[config.mk]
export PLATFORM = sky130hd
export DESIGN_NAME = rv_spsram_arb
export DESIGN_NICKNAME = d
export VERILOG_FILES = /design/src/rtl/rv_spsram_arb.sv
export SDC_FILE = /design/constraint.sdc
export NUM_CORES = 1
export LEC_CHECK = 0
export CAP_MARGIN = 20
export CORE_MARGIN = 4
export CORE_UTILIZATION = 43
export CTS_CLUSTER_DIAMETER = 100
export CTS_CLUSTER_SIZE = 8
export DETAILED_ROUTE_END_ITERATION = 7
export HOLD_SLACK_MARGIN = 0.02
export PLACE_DENSITY = 0.82
export SYNTH_ARGS = -nofsm -noshare
export SYNTH_HDL_FRONTEND = slang
export SYNTH_SLANG_ARGS = --single-unit
[constraint.sdc]
create_clock -name i_sparb_clk -period 4.5 [get_ports i_sparb_clk]
set_input_delay 0.45 -clock i_sparb_clk [delete_from_list [all_inputs] [get_ports i_sparb_clk]]
set_output_delay 0.45 -clock i_sparb_clk [all_outputs]
set_load 0.01 [all_outputs]
[src/rtl/rv_spsram_arb.sv]
// Arbitrates instruction fetch and load/store onto one single-port SRAM.
// Grant -> registered command -> SRAM access -> registered read data to the owning port.
module rv_spsram_arb #(
    parameter int BW_DATA  = 32,
    parameter int BW_ADDR  = 4,
    parameter int MAX_WAIT = 4
) (
    input  logic               i_sparb_clk,
    input  logic               i_sparb_rst,
    input  logic               i_sparb_if_req,
    input  logic [BW_ADDR-1:0] i_sparb_if_addr,
    output logic               o_sparb_if_gnt,
    output logic               o_sparb_if_rvalid,
    output logic [BW_DATA-1:0] o_sparb_if_rdata,
    input  logic               i_sparb_ls_req,
    input  logic               i_sparb_ls_wen,
    input  logic [BW_ADDR-1:0] i_sparb_ls_addr,
    input  logic [BW_DATA-1:0] i_sparb_ls_wdata,
    output logic               o_sparb_ls_gnt,
    output logic               o_sparb_ls_rvalid,
    output logic [BW_DATA-1:0] o_sparb_ls_rdata,
    output logic               o_sparb_mem_cen,
    output logic               o_sparb_mem_wen,
    output logic               o_sparb_mem_ren,
    output logic [BW_ADDR-1:0] o_sparb_mem_addr,
    output logic [BW_DATA-1:0] o_sparb_mem_data,
    input  logic [BW_DATA-1:0] i_sparb_mem_rdata
);
    localparam int SW = $clog2(MAX_WAIT + 1);
    localparam logic [SW-1:0] MAXW = SW'(MAX_WAIT);

    logic               r_cmd_vld;
    logic               r_cmd_src;   // 1 = LS, 0 = IF
    logic               r_cmd_wen;
    logic [BW_ADDR-1:0] r_cmd_addr;
    logic [BW_DATA-1:0] r_cmd_data;
    logic               r_if_rvalid;
    logic               r_ls_rvalid;
    logic [BW_DATA-1:0] r_if_rdata;
    logic [BW_DATA-1:0] r_ls_rdata;
    logic [SW-1:0]      r_starve_cnt;

    logic w_starved;
    logic w_if_gnt;
    logic w_ls_gnt;
    logic w_ren;

    // LS has priority unless IF has waited MAX_WAIT cycles in a row.
    assign w_starved = (r_starve_cnt == MAXW);
    assign w_if_gnt  = !i_sparb_rst && i_sparb_if_req && (!i_sparb_ls_req || w_starved);
    assign w_ls_gnt  = !i_sparb_rst && i_sparb_ls_req && !(i_sparb_if_req && w_starved);

    always_ff @(posedge i_sparb_clk or posedge i_sparb_rst) begin
        if (i_sparb_rst) begin
            r_starve_cnt <= '0;
        end else if (i_sparb_if_req && !w_if_gnt) begin
            if (!w_starved)
                r_starve_cnt <= r_starve_cnt + SW'(1);
        end else begin
            r_starve_cnt <= '0;
        end
    end

    always_ff @(posedge i_sparb_clk or posedge i_sparb_rst) begin
        if (i_sparb_rst) begin
            r_cmd_vld  <= 1'b0;
            r_cmd_src  <= 1'b0;
            r_cmd_wen  <= 1'b0;
            r_cmd_addr <= '0;
            r_cmd_data <= '0;
        end else begin
            r_cmd_vld  <= w_if_gnt || w_ls_gnt;
            r_cmd_src  <= w_ls_gnt;
            r_cmd_wen  <= w_ls_gnt && i_sparb_ls_wen;
            r_cmd_addr <= w_ls_gnt ? i_sparb_ls_addr :
                          w_if_gnt ? i_sparb_if_addr : '0;
            r_cmd_data <= w_ls_gnt ? i_sparb_ls_wdata : '0;
        end
    end

    assign w_ren = r_cmd_vld && !r_cmd_wen;

    always_ff @(posedge i_sparb_clk or posedge i_sparb_rst) begin
        if (i_sparb_rst) begin
            r_if_rvalid <= 1'b0;
            r_ls_rvalid <= 1'b0;
            r_if_rdata  <= '0;
            r_ls_rdata  <= '0;
        end else begin
            r_if_rvalid <= w_ren && !r_cmd_src;
            r_ls_rvalid <= w_ren && r_cmd_src;
            if (w_ren && !r_cmd_src) r_if_rdata <= i_sparb_mem_rdata;
            if (w_ren && r_cmd_src)  r_ls_rdata <= i_sparb_mem_rdata;
        end
    end

    assign o_sparb_if_gnt    = w_if_gnt;
    assign o_sparb_ls_gnt    = w_ls_gnt;
    assign o_sparb_if_rvalid = r_if_rvalid;
    assign o_sparb_ls_rvalid = r_ls_rvalid;
    assign o_sparb_if_rdata  = r_if_rdata;
    assign o_sparb_ls_rdata  = r_ls_rdata;

    assign o_sparb_mem_cen  = r_cmd_vld;
    assign o_sparb_mem_wen  = r_cmd_vld && r_cmd_wen;
    assign o_sparb_mem_ren  = w_ren;
    assign o_sparb_mem_addr = r_cmd_vld ? r_cmd_addr : '0;
    assign o_sparb_mem_data = r_cmd_vld ? r_cmd_data : '0;

endmodule

======== After elaboration in Yosys (flattened, before gate mapping) ========
Index checks and enable logic that the tools add are counted.
operators by class
  add/sub/neg operators ................... 1
  equal/unequal tests ..................... 2
  multiplexer cells ....................... 7
  reduce and logical (&&, ||, !) cells .... 19
operator list
  cell                 count
  $mux 32              2
  $mux 4               3
  $logic_and 1x1->1    11
  $logic_not 1->1      6
  $mux 3               2
  $add 3x1->3 const B  1
  $eq 3x3->1 const B   1
  $logic_or 1x1->1     2
  $ne 2x2->1 const B   1
storage, ports and cells
  bits in registers ....................... 108
  input bits .............................. 77
  output and inout port bits .............. 107

======== Longest topological paths before layout ========
Gate-level depths: netlist of the first run.
  depth in word-level cells ............... 6
  mapped depth ............................ 7
  depth with buffers taken out ............ 5

======== Worst setup path before layout of the first run ========
No wires, ideal clock.
  path type ............................... input to output
  start point ............................. input i_sparb_rst
  end point ............................... output o_sparb_ls_gnt
  data arrival time ....................... 3.415 ns
  data required time ...................... 4.050 ns
  slack ................................... 0.635 ns
  cell stages on the path ................. 3
  path buffers ............................ 1
  path through ............................ inv_1 -> and3_4 -> buf_2
between the ends
  cells in the longest elaborated chain, start to end .. 3
ends and longest elaborated chain
  what                            line  text
  start: declaration              9     input logic i_sparb_rst,
  $logic_not 1->1 (no line)       --
  $logic_and 1x1->1 (2 in a row)  51    assign w_ls_gnt = !i_sparb_rst && i_sparb_ls_req && !(i_sparb_if_req && w_starved);
  end: declaration                19    output logic o_sparb_ls_gnt,
Every way passes these cells.

======== Worst setup path in the final report of the first run ========
  start point ............................. register r_starve_cnt[0]
  end point ............................... output o_sparb_ls_gnt
between the ends
  cells in the longest elaborated chain, start to end .. 4
ends and longest elaborated chain
  what                      line  text
  start: declaration        41    logic [SW-1:0] r_starve_cnt;
  start signal: assignment  58    r_starve_cnt <= r_starve_cnt + SW'(1);
  $eq 3x3->1                49    assign w_starved = (r_starve_cnt == MAXW);
  $logic_and 1x1->1         51
  $logic_not 1->1           51
  $logic_and 1x1->1         51
Every way passes these cells.

==> summary.txt, run 1 <==
Logic synthesis
  • Synth warn: 0
  • Cell variety after synth: 28
  • Mapped Nets: 366
  • Post-synthesis area per instance: 15.1 um^2
  • Register area share after synthesis: 0.623
  • Mapped cell area: 4340 um^2
  • Cells after Synth: 287
  • Post-synthesis sequential element count: roughly 110

Placed design
  • Placer Congestion: slightly below 0.8
  • Post-DP HPWL: 7.34 mm
  • Port bufs: 183

Worst setup path
  • Worst Path Arrival: 2.22 ns
  • CP Launch Type: flip-flop
  • CP Cell Sequence: inv_1, ha_1, nand3_1, and3_4, clkdlybuf4s50_1
  • Slowest cell on crit path: clkdlybuf4s50_1
  • CP required: 4.05 ns
  • CP peak stage delay: 0.61 ns
  • Worst path bufs/invs: 2
  • Crit. End Element: primary output
  • Critical path's top delay family: buffers and inverters
  • Crit Path Class: flip-flop to primary output
  • Crit-path max FO: 40

GRT
  • GRT met3 Usage: 0.0716
  • Initial antenna violation count: 0
  • Vias in the first global route: 2,985
  • Grt met1 use: 0.226
  • GR met2 Demand/Resource: 0.260
  • GRT busiest layer: met2
  • Gr ovfl total: 0
  • First-pass GRT wire length: 15.4 mm
  • Largest net degree at the start of global routing: 64
  • GRT Util Overall: 0.170

Status
  • Outcome: complete, no violations

STA
  • Setup repair after global routing missed its margin: no
  • Final Max Tran Viols: 0
  • TNS Setup: 0 ns
  • Relative slew slack: 0.398
  • Clock Skews: about 0.0059 ns
  • Worst slew pin tran: roughly 0.9 ns
  • FMAX: 0.374 GHz
  • Setup violations, final: 0
  • Final min period: 2.67 ns
  • Tcrit/Tclk final: 0.594
  • Final Hold Viols: 0

Clock network
  • CTS tree: yes
  • CTS hold repair buffers: 0
  • Worst skew pair latency: 0.36 ns
  • PostCTS Resize Cnt: 0
  • CTS buffer count: 9
  • Clock Tree Buf Depth: 2
  • Post-CTS Setup Inserts: 0
  • Clock-pin slew on the worst setup and hold paths: 0.10 ns
  • CTS Sinks: 108
  • H-tree levels: 3
  • Clk root buf: clkbuf_8

Die
  • Initial Utilization: 0.442
  • DIE WIDTH: 108 um
  • Die Area: 11,800 um^2
  • Rows: 36
  • I/O pin count: 184
  • Chip height: around 110 um
  • Core area: 9820 um^2

Finish
  • # diodes: 0
  • Most common cell after layout, fill and taps aside: clkdlybuf4s50_1
  • Syn-to-layout area delta: 48.4%
  • Commonest cells after routing, fill and taps aside: clkdlybuf4s50_1 (183), dfrtp_1 (108), and2_1 (71), mux2_2 (35), mux2_4 (29)
  • Nets: 549
  • Share of layout cells above drive strength 1: 0.192

Power and ir drop
  • Pwr/cell area: 394 nW/um^2
  • Worst vdd ir: 0.199 mV
  • P_leak: 2.81 nW
  • PnR Total Power: 2.54 mW

Detailed routing
  • Routed len/inst: 16.2 um
  • Number of remaining DRC errors: 0
  • Iter 0 DRT Violations: 77
  • Via/cell ratio: 4.66
  • Final ANT Viol Nets: 0
  • 1st-pass router iterations: 4
  • DRT Wirelength: 9.82 mm
  • Vias: 2,833

Hold path
  • Worst hold path type: flip-flop to flip-flop

Job
  • Max cap viols: 0
registers in the layout, indices dropped and copies added, names as in the netlist:
| name | cells |
|---|---|
| r_cmd_addr | 4 |
| o_sparb_ls_rvalid | 1 |
| o_sparb_if_rdata | 32 |
| o_sparb_mem_cen | 1 |
| o_sparb_ls_rdata | 32 |
| r_cmd_data | 32 |
| r_starve_cnt | 3 |
| r_cmd_wen | 1 |
| r_cmd_src | 1 |
| o_sparb_if_rvalid | 1 |
metal layers:
metal  up-vias  part of all wire  wire length [um]
li1       1317                 -                 -
met1      1362              0.43              4240
met2       147              0.46              4490
met3         7              0.10              1010
met4         0            0.0079                78
met5         -                 0                 0
area by class of cell:
type | count | area (um^2)
sequential | 108 | 2700
tap | 133 | 166
clock buffer | 9 | 124
multi-input combinational | 160 | 1470
clock inverter | 7 | 100
timing repair buffer | 187 | 1860
inverter | 4 | 17.5
fill | 769 | 3380
stage by stage:
step	instance area (um^2)	hold slack (ns)	setup slack (ns)	std cells	util
floorplan	4340	0.544	0.635	287	-
global placement	6210	0.486	2.00	592	0.633
detailed placement	6210	0.492	1.94	592	0.633
CTS	6440	0.514	1.82	608	0.656
global route	6440	0.528	1.70	608	0.656
finish	6440	0.511	1.83	608	0.656
synth_stat cells:
| library cell | n | area share |
|---|---|---|
| dfrtp_1 | 108 | 0.62 |
| and2_1 | 71 | 0.10 |
| mux2_2 | 35 | 0.091 |
| mux2_4 | 29 | 0.10 |
| buf_6 | 5 | 0.013 |
| clkbuf_1 | 5 | 0.0043 |
| a22o_1 | 4 | 0.0081 |
| inv_1 | 4 | 0.0035 |
| buf_12 | 3 | 0.014 |
| nand2_1 | 3 | 0.0026 |
| ha_1 | 2 | 0.0058 |
| nor2b_4 | 2 | 0.0063 |
| a21boi_0 | 1 | 0.0017 |
| a21oi_2 | 1 | 0.0020 |
| and3_4 | 1 | 0.0026 |
| buf_2 | 1 | 0.0012 |
| clkbuf_8 | 1 | 0.0032 |
| nand2_2 | 1 | 0.0014 |
| nand2b_1 | 1 | 0.0014 |
| nand3_1 | 1 | 0.0012 |
| nand4_1 | 1 | 0.0014 |
| nor2_1 | 1 | 0.00086 |
| nor3_1 | 1 | 0.0012 |
| o211ai_1 | 1 | 0.0017 |
| o21ai_0 | 1 | 0.0012 |
| o22ai_1 | 1 | 0.0014 |
| o2bb2ai_1 | 1 | 0.0020 |
| or2_2 | 1 | 0.0014 |
where the power goes:
part	internal (mW)	switching (mW)
Combinational	0.456	0.246
Clock	0.316	0.321
Sequential	1.12	0.0756
Total	1.89	0.642
path summary, 6_finish.rpt:
path / from / cells after the start / to / slack, ns
worst min-delay path: o_sparb_ls_rdata[15]$_DFFE_PP0P_ / 1 / o_sparb_ls_rdata[15]$_DFFE_PP0P_ / 0.51
worst max-delay path: r_starve_cnt[0]$_DFFE_PP0P_ / 5 / o_sparb_ls_gnt / 1.83
worst min register to register: o_sparb_ls_rdata[15]$_DFFE_PP0P_ / 1 / o_sparb_ls_rdata[15]$_DFFE_PP0P_ / 0.51
min in group asynchronous: i_sparb_rst / 3 / r_cmd_data[31]$_DFF_PP0_ / 0.73
worst max register to register: r_cmd_wen$_DFF_PP0_ / 4 / o_sparb_if_rdata[26]$_DFFE_PP0P_ / 2.32
max in group asynchronous: i_sparb_rst / 4 / r_cmd_wen$_DFF_PP0_ / 2.60
kinds of logic after synthesis:
kind of cell | count (synthesis) | synth area share
multiplexers | 64 | 0.191
flip-flops | 108 | 0.623
buffers and inverters | 19 | 0.0389
AO/OA/AOI/OAI | 10 | 0.0182
adder cells (fa/ha/maj) | 2 | 0.00577
AND/OR/NAND/NOR | 84 | 0.123
worst reg2reg max path, stage by stage (launching register included):
cell and delay (ns):
dfrtp_1 0.42, nor2b_4 0.15, nor2b_4 0.76, buf_4 0.39
mux2_2 0.36
No activity file was read; power rests on OpenSTA's default activity.
==> inputs of run 2 (changes only) <==
CORE_UTILIZATION = 38   (was 43)
PLACE_DENSITY = 0.77   (was 0.82)
clock period = 2.15 ns   (was 4.5 ns; I/O delays follow)
==> run 2 against run 1 <==
  * Global-route usage down 1.5 points
  * Via count increased by 0.99%
  * Flip-flop and latch count unchanged
  * Cell area up 3.1%
  * Utilization fell by 5.1 points
  * First-iteration DRC count increased by 55%
  * Cell count increased by 1.5%
  * Hold slack worse by 0.082 ns
  * Clock power increased to 3.0 times the previous value
  * Combinational power increased by 110%
  * Die area rose by 12%
  * Largest cell class unchanged
  * Largest power group unchanged
==> summary.txt, run 2 (synthesis results as in run 1) <==
Status
  • Outcome: complete, no violations

Power and ir drop
  • P_leak: 2.92 nW
  • Pwr/cell area: 888 nW/um^2
  • Worst vdd ir: 0.580 mV

Finish
  • Share of layout cells above drive strength 1: 0.197
  • Commonest cells after routing, fill and taps aside: clkdlybuf4s50_1 (182), dfrtp_1 (108), and2_1 (71), mux2_2 (35), mux2_4 (29)
  • Layout Cells excl Fill: 617
  • Nets: 551
  • Syn-to-layout area delta: 53.1%
  • Most common cell after layout, fill and taps aside: clkdlybuf4s50_1
  • # diodes: 0

Hold path
  • Worst hold path type: primary input to flip-flop

Clock network
  • CTS tree: yes
  • Post-CTS Setup Inserts: 0
  • H-tree levels: 3
  • Clock-pin slew on the worst setup and hold paths: roughly 0.08 ns
  • Clock Tree Buf Depth: 2
  • Worst skew pair latency: 0.33 ns
  • Clk root buf: clkbuf_16
  • CTS Sinks: 108
  • CTS buffer count: 9
  • CTS hold repair buffers: 0

Placed design
  • Port bufs: around 180
  • Placer Congestion: 0.808
  • Number of cells after detailed placement: between 600 and 700
  • Post-DP HPWL: 7.31 mm

STA
  • FMAX: around 0.50 GHz
  • TNS Setup: 0 ns
  • Final min period: between 2 and 2.5 ns
  • Final Hold Viols: 0
  • Setup violations, final: 0
  • Clock Skews: 0.0123 ns
  • Setup repair after global routing missed its margin: no
  • Worst slew pin tran: 0.545 ns
  • Final Max Tran Viols: 0
  • Tcrit/Tclk final: 0.932
  • Relative slew slack: 0.636

Worst setup path
  • Crit Path Class: flip-flop to primary output
  • CP required: between 1.5 and 2 ns
  • CP Launch Type: flip-flop
  • Crit-path max FO: 5
  • Crit. End Element: primary output
  • Worst Path Arrival: 1.79 ns

GRT
  • GRT Util Overall: 0.155
  • Gr ovfl total: 0
  • Initial antenna violation count: 0
  • Largest net degree at the start of global routing: ~110
  • First-pass GRT wire length: ~16 mm
  • Vias in the first global route: about 3,200

Detailed routing
  • Routed len/inst: 16.3 um
  • Final ANT Viol Nets: 0
  • 1st-pass router iterations: 4
  • DRT Wirelength: 10.1 mm
  • Number of remaining DRC errors: 0
  • Vias: 2,861
  • Iter 0 DRT Violations: 119
  • Via/cell ratio: between 4 and 5

Die
  • DIE WIDTH: 115 um
  • Die Area: around 13,000 um^2
  • Core area: 11,000 um^2
  • Rows: 38
  • Chip height: roughly 110 um
  • I/O pin count: approximately 180
  • Initial Utilization: 0.395

Job
  • Max cap viols: 0
==> run 2: cell count changes in the layout (fill, tap and decap cells not counted), moves of 2 or more <==
cell	previous run	this run
buf_12	0	3
clkinvlp_4	3	1
clkbuf_16	0	9
clkbuf_8	9	1
==> run 2: final timing paths <==
check                           cells past startpoint  slack (ns)                       startpoint                               to
min in group asynchronous                           3        0.57                      i_sparb_rst      r_starve_cnt[1]$_DFFE_PP0P_
max in group asynchronous                           3        1.19                      i_sparb_rst  o_sparb_if_rdata[1]$_DFFE_PP0P_
worst max-delay path                                5        0.15      r_starve_cnt[0]$_DFFE_PP0P_                   o_sparb_ls_gnt
worst min register to register                      1        0.50  o_sparb_ls_rdata[8]$_DFFE_PP0P_  o_sparb_ls_rdata[8]$_DFFE_PP0P_
worst max register to register                      6        0.56      r_starve_cnt[0]$_DFFE_PP0P_          r_cmd_addr[3]$_DFF_PP0_
worst min-delay path                                2        0.43             i_sparb_ls_wdata[11]         r_cmd_data[11]$_DFF_PP0_
==> run 2: layer usage <==
metal  vias to the layer above  share of wire  GRT usage  wire length [um]
met5                         -              0          0                 0
met4                         0         0.0055     0.0282                55
met2                       127           0.48      0.252              4810
li1                       1315              -          -                 -
met1                      1415           0.42      0.201              4250
met3                         4          0.096     0.0611               968
==> run 2: stage by stage <==
step                power, mW  cell area (um^2)   util  setup slack [ns]  hold WS, ns
CTS                      5.98              6640  0.604           0.00651        0.416
global route             6.18              6640  0.605            0.0376        0.420
global placement         4.01              6280  0.572             0.319        0.489
detailed placement       4.05              6280  0.572             0.291        0.492
floorplan                3.17              4340      -            -0.564        0.344
finish                   5.90              6640  0.605             0.146        0.429
==> run 2: worst max-delay path, cell delays in order (launching register included) <==
cell and delay (ns):
dfrtp_1 0.39, inv_1 0.06, ha_2 0.21, nand3_1 0.09
and3_4 0.19, clkdlybuf4s50_1 0.53
==> run 2: where the power goes <==
part	total (mW)	leakage (nW)	switching, mW	internal, mW
Sequential	2.52	1.34	0.171	2.35
Clock	1.90	0.174	0.720	1.18
Combinational	1.48	1.40	0.513	0.965
==> run 2: layout make-up <==
| class | instances | area (um^2) |
|---|---|---|
| Fill cell | 874 | 4340 |
| Sequential cell | 108 | 2700 |
| Timing Repair Buffer | 189 | 1920 |
| Multi-Input combinational cell | 160 | 1470 |
| Clock buffer | 10 | 239 |
| Tap cell | 140 | 175 |
| Clock inverter | 6 | 116 |
| Inverter | 4 | 18.8 |
==> run 2: repair_timing <==
action,in CTS,in global routing
endpoints found under the setup margin,0,2
endpoints found under the hold margin,0,0
gates resized for setup,0,2
